File: config.mk
export PLATFORM = sky130hd
export DESIGN_NAME = keypad_4x4_entry_flat
export DESIGN_NICKNAME = d
export VERILOG_FILES = /design/src/rtl/keypad_4x4_entry_if.sv /design/src/rtl/keypad_4x4_entry.sv /design/src/flat_wrapper.sv
export SDC_FILE = /design/constraint.sdc
export NUM_CORES = 1
export LEC_CHECK = 0
export ABC_AREA = 1
export BUFFER_PORTS_ARGS = -buffer_cell sky130_fd_sc_hd__buf_2
export CAP_MARGIN = 5
export CORE_ASPECT_RATIO = 2
export CORE_UTILIZATION = 38
export CTS_CLUSTER_DIAMETER = 120
export DETAILED_ROUTE_END_ITERATION = 6
export PLACE_DENSITY = 0.59
export SETUP_SLACK_MARGIN = 0.2
export SLEW_MARGIN = 20
export SYNTH_ARGS = -nofsm -noshare
export SYNTH_HDL_FRONTEND = slang
export SYNTH_SLANG_ARGS = --single-unit
File: constraint.sdc
create_clock -name clk -period 4.9 [get_ports clk]
set_input_delay 0 -clock clk [delete_from_list [all_inputs] [get_ports clk]]
set_output_delay 0 -clock clk [all_outputs]
set_load 0.02 [all_outputs]
File: src/rtl/keypad_4x4_entry_if.sv
// rtl/keypad_4x4_entry_if.sv - signal bundle between keypad entry block and its surroundings
//
// Purpose: groups the keypad matrix lines and the entry/commit outputs.
// Ports (slave = keypad_4x4_entry side):
//   row_in      4   keypad rows, active-low, asynchronous
//   col_out     4   column strobes, active-low one-hot
//   key_code    4   code of last accepted key
//   key_strobe  1   1-cycle pulse on accepted press
//   entry       14  live value of digits entered so far
//   digit_count 3   digits entered so far, 0..4
//   value       14  last committed value
//   value_valid 1   1-cycle pulse when value updates
interface keypad_4x4_entry_if;
  logic [3:0]  row_in;
  logic [3:0]  col_out;
  logic [3:0]  key_code;
  logic        key_strobe;
  logic [13:0] entry;
  logic [2:0]  digit_count;
  logic [13:0] value;
  logic        value_valid;

  modport master (
    output row_in,
    input  col_out, key_code, key_strobe, entry, digit_count, value, value_valid
  );

  modport slave (
    input  row_in,
    output col_out, key_code, key_strobe, entry, digit_count, value, value_valid
  );
endinterface

File: src/rtl/keypad_4x4_entry.sv
// rtl/keypad_4x4_entry.sv - 4x4 keypad scanner, debouncer and 4-digit decimal entry
//
// Purpose: scans a 4x4 matrix keypad, debounces whole-frame results and
// assembles up to four decimal digits into a 14-bit binary value.
// '*' clears the entry, '#' commits it to value.
// Ports:
//   clk  system clock
//   rst  synchronous reset, active-high
//   bus  keypad_4x4_entry_if.slave (rows in, columns/key/entry/value out)
module keypad_4x4_entry #(
  parameter int SCAN_DIV_BITS  = 17,
  parameter int DEBOUNCE_SCANS = 4
) (
  input  logic              clk,
  input  logic              rst,
  keypad_4x4_entry_if.slave bus
);

  localparam int CNT_W = SCAN_DIV_BITS + 2;
  localparam int DB_W  = $clog2(DEBOUNCE_SCANS + 1);
  localparam logic [DB_W-1:0] DB_ONE    = DB_W'(1);
  localparam logic [DB_W-1:0] DB_TARGET = DB_W'(DEBOUNCE_SCANS);

  localparam logic [1:0] ST_IDLE     = 2'd0;
  localparam logic [1:0] ST_DEBOUNCE = 2'd1;
  localparam logic [1:0] ST_HELD     = 2'd2;
  localparam logic [1:0] ST_RELEASE  = 2'd3;

  logic [3:0]       row_meta;
  logic [3:0]       row_sync;
  logic [CNT_W-1:0] scan_cnt;
  logic [1:0]       col;
  logic             slot_end;
  logic             frame_end;

  // Per-frame accumulation: hit_cnt saturates at 2 meaning "more than one"
  logic [1:0]       hit_cnt;
  logic [3:0]       hit_key;
  logic [2:0]       col_hits;
  logic [1:0]       hit_row;
  logic [1:0]       sum_cnt;
  logic [3:0]       sum_key;
  logic             frame_valid;

  logic [1:0]       state;
  logic [3:0]       cand;
  logic [DB_W-1:0]  db_cnt;
  logic [3:0]       key_code;
  logic             key_strobe;

  logic [13:0]      entry;
  logic [2:0]       digit_count;
  logic [13:0]      value;
  logic             value_valid;
  logic [13:0]      entry_x10;

  function automatic logic [3:0] key_lut(input logic [1:0] r, input logic [1:0] c);
    logic [3:0] k;
    case ({r, c})
      4'h0:    k = 4'd1;
      4'h1:    k = 4'd2;
      4'h2:    k = 4'd3;
      4'h3:    k = 4'd10;
      4'h4:    k = 4'd4;
      4'h5:    k = 4'd5;
      4'h6:    k = 4'd6;
      4'h7:    k = 4'd11;
      4'h8:    k = 4'd7;
      4'h9:    k = 4'd8;
      4'ha:    k = 4'd9;
      4'hb:    k = 4'd12;
      4'hc:    k = 4'd14;
      4'hd:    k = 4'd0;
      4'he:    k = 4'd15;
      default: k = 4'd13;
    endcase
    return k;
  endfunction

  assign col       = scan_cnt[CNT_W-1 -: 2];
  // Sample on the last cycle of a slot so the rows have settled through the synchronizer
  assign slot_end  = &scan_cnt[SCAN_DIV_BITS-1:0];
  assign frame_end = slot_end && (col == 2'd3);

  always_comb begin
    col_hits = 3'd0;
    hit_row  = 2'd0;
    for (int r = 0; r < 4; r++) begin
      if (!row_sync[r]) begin
        col_hits = col_hits + 3'd1;
        hit_row  = 2'(r);
      end
    end
  end

  // Frame result including the column being sampled this cycle
  always_comb begin
    sum_key = hit_key;
    if (col_hits == 3'd0) begin
      sum_cnt = hit_cnt;
    end else if (col_hits == 3'd1 && hit_cnt == 2'd0) begin
      sum_cnt = 2'd1;
      sum_key = key_lut(hit_row, col);
    end else begin
      sum_cnt = 2'd2;
    end
  end

  assign frame_valid = (sum_cnt == 2'd1);

  always_ff @(posedge clk) begin
    if (rst) begin
      row_meta   <= 4'hf;
      row_sync   <= 4'hf;
      scan_cnt   <= '0;
      hit_cnt    <= 2'd0;
      hit_key    <= 4'd0;
      state      <= ST_IDLE;
      cand       <= 4'd0;
      db_cnt     <= '0;
      key_code   <= 4'd0;
      key_strobe <= 1'b0;
    end else begin
      row_meta   <= bus.row_in;
      row_sync   <= row_meta;
      scan_cnt   <= scan_cnt + CNT_W'(1);
      key_strobe <= 1'b0;

      if (slot_end) begin
        if (frame_end) begin
          hit_cnt <= 2'd0;
          hit_key <= 4'd0;
        end else begin
          hit_cnt <= sum_cnt;
          hit_key <= sum_key;
        end
      end

      if (frame_end) begin
        case (state)
          ST_IDLE: begin
            if (frame_valid) begin
              cand   <= sum_key;
              db_cnt <= DB_ONE;
              if (DB_ONE == DB_TARGET) begin
                key_strobe <= 1'b1;
                key_code   <= sum_key;
                state      <= ST_HELD;
              end else begin
                state <= ST_DEBOUNCE;
              end
            end
          end
          ST_DEBOUNCE: begin
            if (frame_valid && sum_key == cand) begin
              db_cnt <= db_cnt + DB_ONE;
              if (db_cnt + DB_ONE == DB_TARGET) begin
                key_strobe <= 1'b1;
                key_code   <= cand;
                state      <= ST_HELD;
              end
            end else begin
              state <= ST_IDLE;
            end
          end
          ST_HELD: begin
            // Any key (even a different one) keeps us held: no auto-repeat
            if (!frame_valid) begin
              db_cnt <= DB_ONE;
              state  <= (DB_ONE == DB_TARGET) ? ST_IDLE : ST_RELEASE;
            end
          end
          ST_RELEASE: begin
            if (frame_valid) begin
              state <= ST_HELD;
            end else begin
              db_cnt <= db_cnt + DB_ONE;
              if (db_cnt + DB_ONE == DB_TARGET) state <= ST_IDLE;
            end
          end
          default: state <= ST_IDLE;
        endcase
      end
    end
  end

  // entry*10 + d as shifts and adds; never exceeds 9999 because of the 4-digit limit
  assign entry_x10 = (entry << 3) + (entry << 1) + {10'd0, key_code};

  always_ff @(posedge clk) begin
    if (rst) begin
      entry       <= 14'd0;
      digit_count <= 3'd0;
      value       <= 14'd0;
      value_valid <= 1'b0;
    end else begin
      value_valid <= 1'b0;
      if (key_strobe) begin
        if (key_code <= 4'd9) begin
          if (digit_count != 3'd4) begin
            entry       <= entry_x10;
            digit_count <= digit_count + 3'd1;
          end
        end else if (key_code == 4'd14) begin
          entry       <= 14'd0;
          digit_count <= 3'd0;
        end else if (key_code == 4'd15) begin
          value       <= entry;
          value_valid <= 1'b1;
          entry       <= 14'd0;
          digit_count <= 3'd0;
        end
      end
    end
  end

  assign bus.col_out     = ~(4'b0001 << col);
  assign bus.key_code    = key_code;
  assign bus.key_strobe  = key_strobe;
  assign bus.entry       = entry;
  assign bus.digit_count = digit_count;
  assign bus.value       = value;
  assign bus.value_valid = value_valid;

endmodule
File: src/flat_wrapper.sv
// flat-port wrapper written by rule: the top's interface ports become plain ports
module keypad_4x4_entry_flat 
#(
  parameter int SCAN_DIV_BITS  = 17,
  parameter int DEBOUNCE_SCANS = 4
)
  (clk, rst, bus_row_in, bus_col_out, bus_key_code, bus_key_strobe, bus_entry, bus_digit_count, bus_value, bus_value_valid);
  keypad_4x4_entry_if bus_i ();
  input  logic clk;
  input  logic rst;
  input wire logic [$bits(bus_i.row_in)-1:0] bus_row_in;
  output wire logic [$bits(bus_i.col_out)-1:0] bus_col_out;
  output wire logic [$bits(bus_i.key_code)-1:0] bus_key_code;
  output wire logic [$bits(bus_i.key_strobe)-1:0] bus_key_strobe;
  output wire logic [$bits(bus_i.entry)-1:0] bus_entry;
  output wire logic [$bits(bus_i.digit_count)-1:0] bus_digit_count;
  output wire logic [$bits(bus_i.value)-1:0] bus_value;
  output wire logic [$bits(bus_i.value_valid)-1:0] bus_value_valid;
  assign bus_i.row_in = bus_row_in;
  assign bus_col_out = bus_i.col_out;
  assign bus_key_code = bus_i.key_code;
  assign bus_key_strobe = bus_i.key_strobe;
  assign bus_entry = bus_i.entry;
  assign bus_digit_count = bus_i.digit_count;
  assign bus_value = bus_i.value;
  assign bus_value_valid = bus_i.value_valid;
  keypad_4x4_entry #(.SCAN_DIV_BITS(SCAN_DIV_BITS), .DEBOUNCE_SCANS(DEBOUNCE_SCANS)) u_core (.clk(clk), .rst(rst), .bus(bus_i));
endmodule
== Yosys cells after proc, flatten, opt, wreduce, memory -nomap -nowiden ==
Memory sizes are Yosys's and may differ from the RTL's.
Index checks and enable logic that the tools add are counted.

* Flip-flop bits (word level): 79
* ROM bits: 64
* Input port bits: 6
* Output and inout port bits: 41
* Word-level logic and storage cells: 101
* Memories kept: 1

* $add $sub $neg: 8
* Order comparisons: 1
* Equality and inequality tests: 18
* Shifts and indexed selects: 1
* Mux-type cells: 35
* Bitwise logic cells: 7
* Reduce and logical (&&, ||, !) cells: 16

{| class="wikitable"
|+ Memories
! memory !! depth !! bits a word !! rd ports !! clocked after Yosys merged registers in !! write ports !! line !! source
|-
| (name not given) || 16 || 4 || 1 || 0 || 0 || keypad_4x4_entry.sv:59 || <nowiki>case ({r, c})</nowiki>
|}

{| class="wikitable"
|+ Operators by type and width
! kind !! count
|-
| $mux 14 || 4
|-
| $mux 3 || 11
|-
| $mux 2 || 11
|-
| $add 19x1->19 const B || 1
|-
| $reduce_and 17->1 || 1
|-
| $add 14x14->14 || 1
|-
| $add 14x4->14 || 1
|-
| $add 3x1->3 const B || 4
|-
| $mux 4 || 3
|-
| $pmux 3 s4 || 1
|-
| $reduce_and 5->1 || 2
|-
| $eq 4x4->1 const B || 2
|-
| $pmux 2 s4 || 1
|-
| $reduce_and 4->1 || 2
|-
| $reduce_or 4->1 || 2
|-
| $eq 2x2->1 const B || 3
|-
| $ne 2x2->1 const B || 3
|-
| $ne 3x3->1 const B || 2
|-
| $not 1->1 || 6
|-
| $reduce_and 3->1 || 2
|-
| $eq 2x1->1 const B || 2
|-
| $eq 4x4->1 || 1
|-
| $le 4x4->1 const B || 1
|-
| $logic_not 2->1 || 2
|-
| 11 further kinds || 17
|}

== Depth between registers and ports, before layout ==
* Word-level depth: 15
* Mapped depth: 24
* Gate-level depth less buffers: 24

== Worst setup path before layout ==
Ideal clock, no wire load.

* Path type: register -> register
* Start: reg u_core.row_sync[1]
* End: reg u_core.key_code[3], in the netlist u_core.bus.key_code[3]
* Setup time: 0.113 ns
* Arrival: 2.595 ns
* Data required time: 4.787 ns
* Setup slack: 2.192 ns
* Stages on the path, launching flop included: 21
* Path buffers: 0
* Clock period less this slack: 2.708 ns
* Cell sequence: dfxtp_1 > inv_1 > ha_1 > inv_1 > nand2_1 > nand2_2 > inv_1 > ha_1 > or2_1 > nand2_1 > nand2_2 > nor2_2 > nand2_1 > nand2_1 > nor2_1 > nor2_2 > nand4_4 > nor3_4 > nand2_1 > nand2_1 > nor2_1

* Longest elaborated chain between the ends: 12
* Elaborated cells on any way between the ends: 20
* Those cells by class: 2 x add/sub; 3 x eq/ne; 10 x mux; 4 x reduce/logical; 1 x memory

{| class="wikitable"
|+ Ends and longest elaborated chain
! item !! line !! source
|-
| from (decl) || keypad_4x4_entry.sv:30 || <nowiki>logic [3:0] row_sync;</nowiki>
|-
| from (signal assigned) || keypad_4x4_entry.sv:125 || <nowiki>row_sync <= row_meta;</nowiki>
|-
| $mux 3 || keypad_4x4_entry.sv:89 || <nowiki>if (!row_sync[r]) begin</nowiki>
|-
| $add 3x1->3 || keypad_4x4_entry.sv:90 || <nowiki>col_hits = col_hits + 3'd1;</nowiki>
|-
| $mux 3 || keypad_4x4_entry.sv:89 ||
|-
| $add 3x1->3 || keypad_4x4_entry.sv:90 ||
|-
| $mux 3 || keypad_4x4_entry.sv:89 ||
|-
| $eq 3x1->1 || keypad_4x4_entry.sv:101 || <nowiki>end else if (col_hits == 3'd1 && hit_cnt == 2'd0) begin</nowiki>
|-
| $logic_and 1x1->1 || keypad_4x4_entry.sv:101 ||
|-
| $mux 4 / $mux 2 (equally long branches) || keypad_4x4_entry.sv:101 ||
|-
| $mux 4 / $mux 2 (equally long branches) || keypad_4x4_entry.sv:99 || <nowiki>if (col_hits == 3'd0) begin</nowiki>
|-
| $eq 4x4->1 / $eq 2x1->1 (equally long branches) || keypad_4x4_entry.sv:155, keypad_4x4_entry.sv:109 ||
|-
| $logic_and 1x1->1 * || keypad_4x4_entry.sv:155 || <nowiki>if (frame_valid && sum_key == cand) begin</nowiki>
|-
| $reduce_and 4->1 (no line) * || - ||
|-
| to (signal assigned) || keypad_4x4_entry.sv:147 || <nowiki>key_code <= sum_key;</nowiki>
|-
| to (signal assigned) || keypad_4x4_entry.sv:159 || <nowiki>key_code <= cand;</nowiki>
|-
| to (decl) || keypad_4x4_entry.sv:48 || <nowiki>logic [3:0] key_code;</nowiki>
|}

Every way passes the cells marked *; elsewhere a longest branch is shown, timed or not.
A chain may end at the register's enable or synchronous reset.

== Worst setup path in the final report ==
* Start: reg u_core.row_sync[1]
* End: reg u_core.key_code[0], in the netlist u_core.bus.key_code[0]

The elaborated chain is that of the path after synthesis.

==> results.cfg <==
[synthesis]
synth_area_sq_um = 4247
synth_top_family_by_area = simple AND/OR/NAND/NOR gates
synthTopCellsByCount = 112 x nand2_1, 79 x dfxtp_1, 68 x nor2_1, 67 x inv_1, 64 x a21oi_1
synth.most_common_cell = nand2_1
synthFlopType = dfxtp_1
synth_edf_count = 0
syn_nets = 630
synth_cell_types = 37
yosysTopAreaCellShare_pct = 37.24
synth.avg_cell_area_sq_um = 7.272
synth.largest_area_cell = dfxtp_1
synthArstFlopShare_pct = 0
ys_top_cells_by_area = dfxtp_1 37%, ha_1 11%, nand2_1 9.9%
synth_fa_ha_area_share_pct = 12.14
yosys_warnings = 0
synthMuxAreaShare_pct = 0
ys_seq_area_share_pct = 37.24
ys_seq_elements = 79
netlist_instances = 584
synth_xor_area_share_pct = 1.444
synth_compound_area_share_pct = 13.76
synthSimpleGateAreaFrac_pct = 27.78

[cts]
cts_tree = built
htree_levels = 3
clock_path_buffers = 2
clock-sinks = 79
postCtsSetupRepairBufs = 0
clock_latency_ns = 0.34
root_buffer = clkbuf_16
clkTransAtPathRegs_ns = 0.06
cts_made_buffers = 9

[setup_path]
cp-end-kind = flop
start_kind = flop
critPathMaxFanout = 8
crit_type = flop to flop
required_ns = 5.13
crit_arrival_ns = 3.41

[sta]
fin_crit_ns = 3.181
max_slew_margin_pct = 36.24
fin_hold_ws_ns = 0.2182
drv_slew = 0
fmax_ghz = 0.3144
rsz0062_at_grt = no
finalSetupViolations = 0
hold_viol = 0
period_share_pct = 64.91
fin_skew_ns = 0.006878
tns_ns = 0
max_slew.worst_pin.slew_ns = 0.9553

[global_routing]
grt_max_degree = 47
grtUsageTotal_pct = 18.93
antenna_found_initial = 0
grt_pass1_wl_mm = 17.04
grt_pass1_vias = 3804
overflow = 0

[die]
die_h_um = 151.5
initial_core_util_pct = 39.04
die_area_sq_um = 11630
io_pins = 47
core.rowCount = 54
fp.dieW_um = 76.75
core-area_sq_um = 10880

[routing]
vias_per_cell = 4.959
num_vias = 3868
dr.pass1.iters = 4
wl_per_cell_um = 13.24
wl_mm = 10.33
drt_iter0_drc = 152
drc = 0
ant_nets = 0

[cells_and_area]
area_growth_pct = 17.32
drive_gt1_share_pct = 15.00
n_antenna_cell = 0
fin_nets = 681

[power_and_ir_drop]
ir_drop_v = 0.0001877
p_per_area_nw_per_um2 = 294.3
p_total_w = 0.001466
power.leakage_nw = 2.299

[placement]
dp_hpwl_mm = 7.884
io_buffers = 46
gp_congestion = 0.9421

[job]
maxCapViolCount = 0

[hold_path]
hold_path_class = primary input to flop

[run_status]
status = completed
final cells by class:
cell class                      instances  area, sq um
Sequential cell                        79         1582
Inverter                               72        271.5
Clock buffer                            9        225.2
Multi-Input combinational cell        421         2341
Clock inverter                          7        102.6
Fill cell                            1110         5896
Tap cell                              140        175.2
Timing Repair Buffer                   52        285.3
path summary, 6_finish.rpt:
kind / start / end / slack, ns / depth (start not counted)
max: u_core.row_sync[1] / u_core.bus.key_code[0] / 1.72 / 20
min: rst / u_core.scan_cnt[0] / 0.22 / 3
max reg2reg: u_core.row_sync[1] / u_core.bus.key_code[0] / 1.72 / 20
min reg2reg: u_core.row_meta[0] / u_core.row_sync[0] / 0.41 / 1
worst max-delay path, cell delays in order, from the launching register on:
cell and delay, ns:
dfxtp_1 0.40, inv_1 0.11, ha_1 0.34, inv_1 0.07, nand2_1 0.07, nand2_2 0.10
inv_1 0.05, ha_1 0.27, or2_1 0.20, nand2_1 0.11, nand2_2 0.08, nor2_2 0.16
nand2_1 0.11, nand2_1 0.11, nor2_1 0.06, nor2_2 0.18, nand4_4 0.15, nor3_4 0.29
nand2_1 0.09, nand2_1 0.07, nor2_1 0.06
cell families (layout without fill, tap and decap cells):
family / after synthesis / after routing
fa+ha+maj: 40 / 40
simple gates: 261 / 261
flops: 79 / 79
xor+xnor: 7 / 7
buf+inv: 84 / 140
compound gates: 113 / 113
layer usage:
layer  track usage (%)  share of wire [%]
met5                 0                  0
met4             10.87                3.6
met3             2.814                2.6
met2             38.66                 57
met1             17.17                 36
sequential cells by signal (all words and copies together) (netlist names):
register and cells:
u_core.bus.digit_count 3, u_core.bus.entry 14, u_core.bus.key_code 4, u_core.bus.key_strobe 1, u_core.bus.value 14, u_core.bus.value_valid 1, u_core.cand 4, u_core.db_cnt 3
u_core.hit_cnt 2, u_core.hit_key 4, u_core.row_meta 4, u_core.row_sync 4, u_core.scan_cnt 19, u_core.state 2
layout by cell type, fill, tap and decap left out, types with 3 or more instances in the layout:
cell / count
dlygate4sd3_1: 4
buf_2: 46
nand4_1: 9
nand2_1: 112
clkbuf_16: 9
nor3_1: 11
xnor2_1: 4
nor4_1: 3
dfxtp_1: 79
nand2_2: 10
inv_2: 4
inv_1: 67
nor2_1: 68
nand3_1: 27
ha_1: 38
inv_6: 3
o21ai_0: 41
xor2_1: 3
or2_2: 9
a21oi_1: 64
what timing repair did:
item | 4_1_cts | 5_1_grt
gates resized for setup | 0 | 0
hold buffers | 4 | 0
hold endpoints to repair | 4 | 0
stage by stage:
step                      instances  setup slack [ns]  instance area, sq um  util [%]
after global placement          760             1.744                  4614     42.42
after floorplan                 584             2.192                  4247         -
after CTS                       780             1.670                  4982     45.80
after detailed placement        760             1.684                  4614     42.42
after global routing            780             1.325                  4982     45.80
final                           780             1.719                  4982     45.80
report_power, final:
part           internal [W]  total [W]  switching [W]
Clock              0.000452   0.000735       0.000283
Combinational     0.0000265  0.0000801      0.0000536
Sequential         0.000647   0.000651     0.00000348
Total               0.00113    0.00147       0.000340
(Power assumes the default switching activity.)
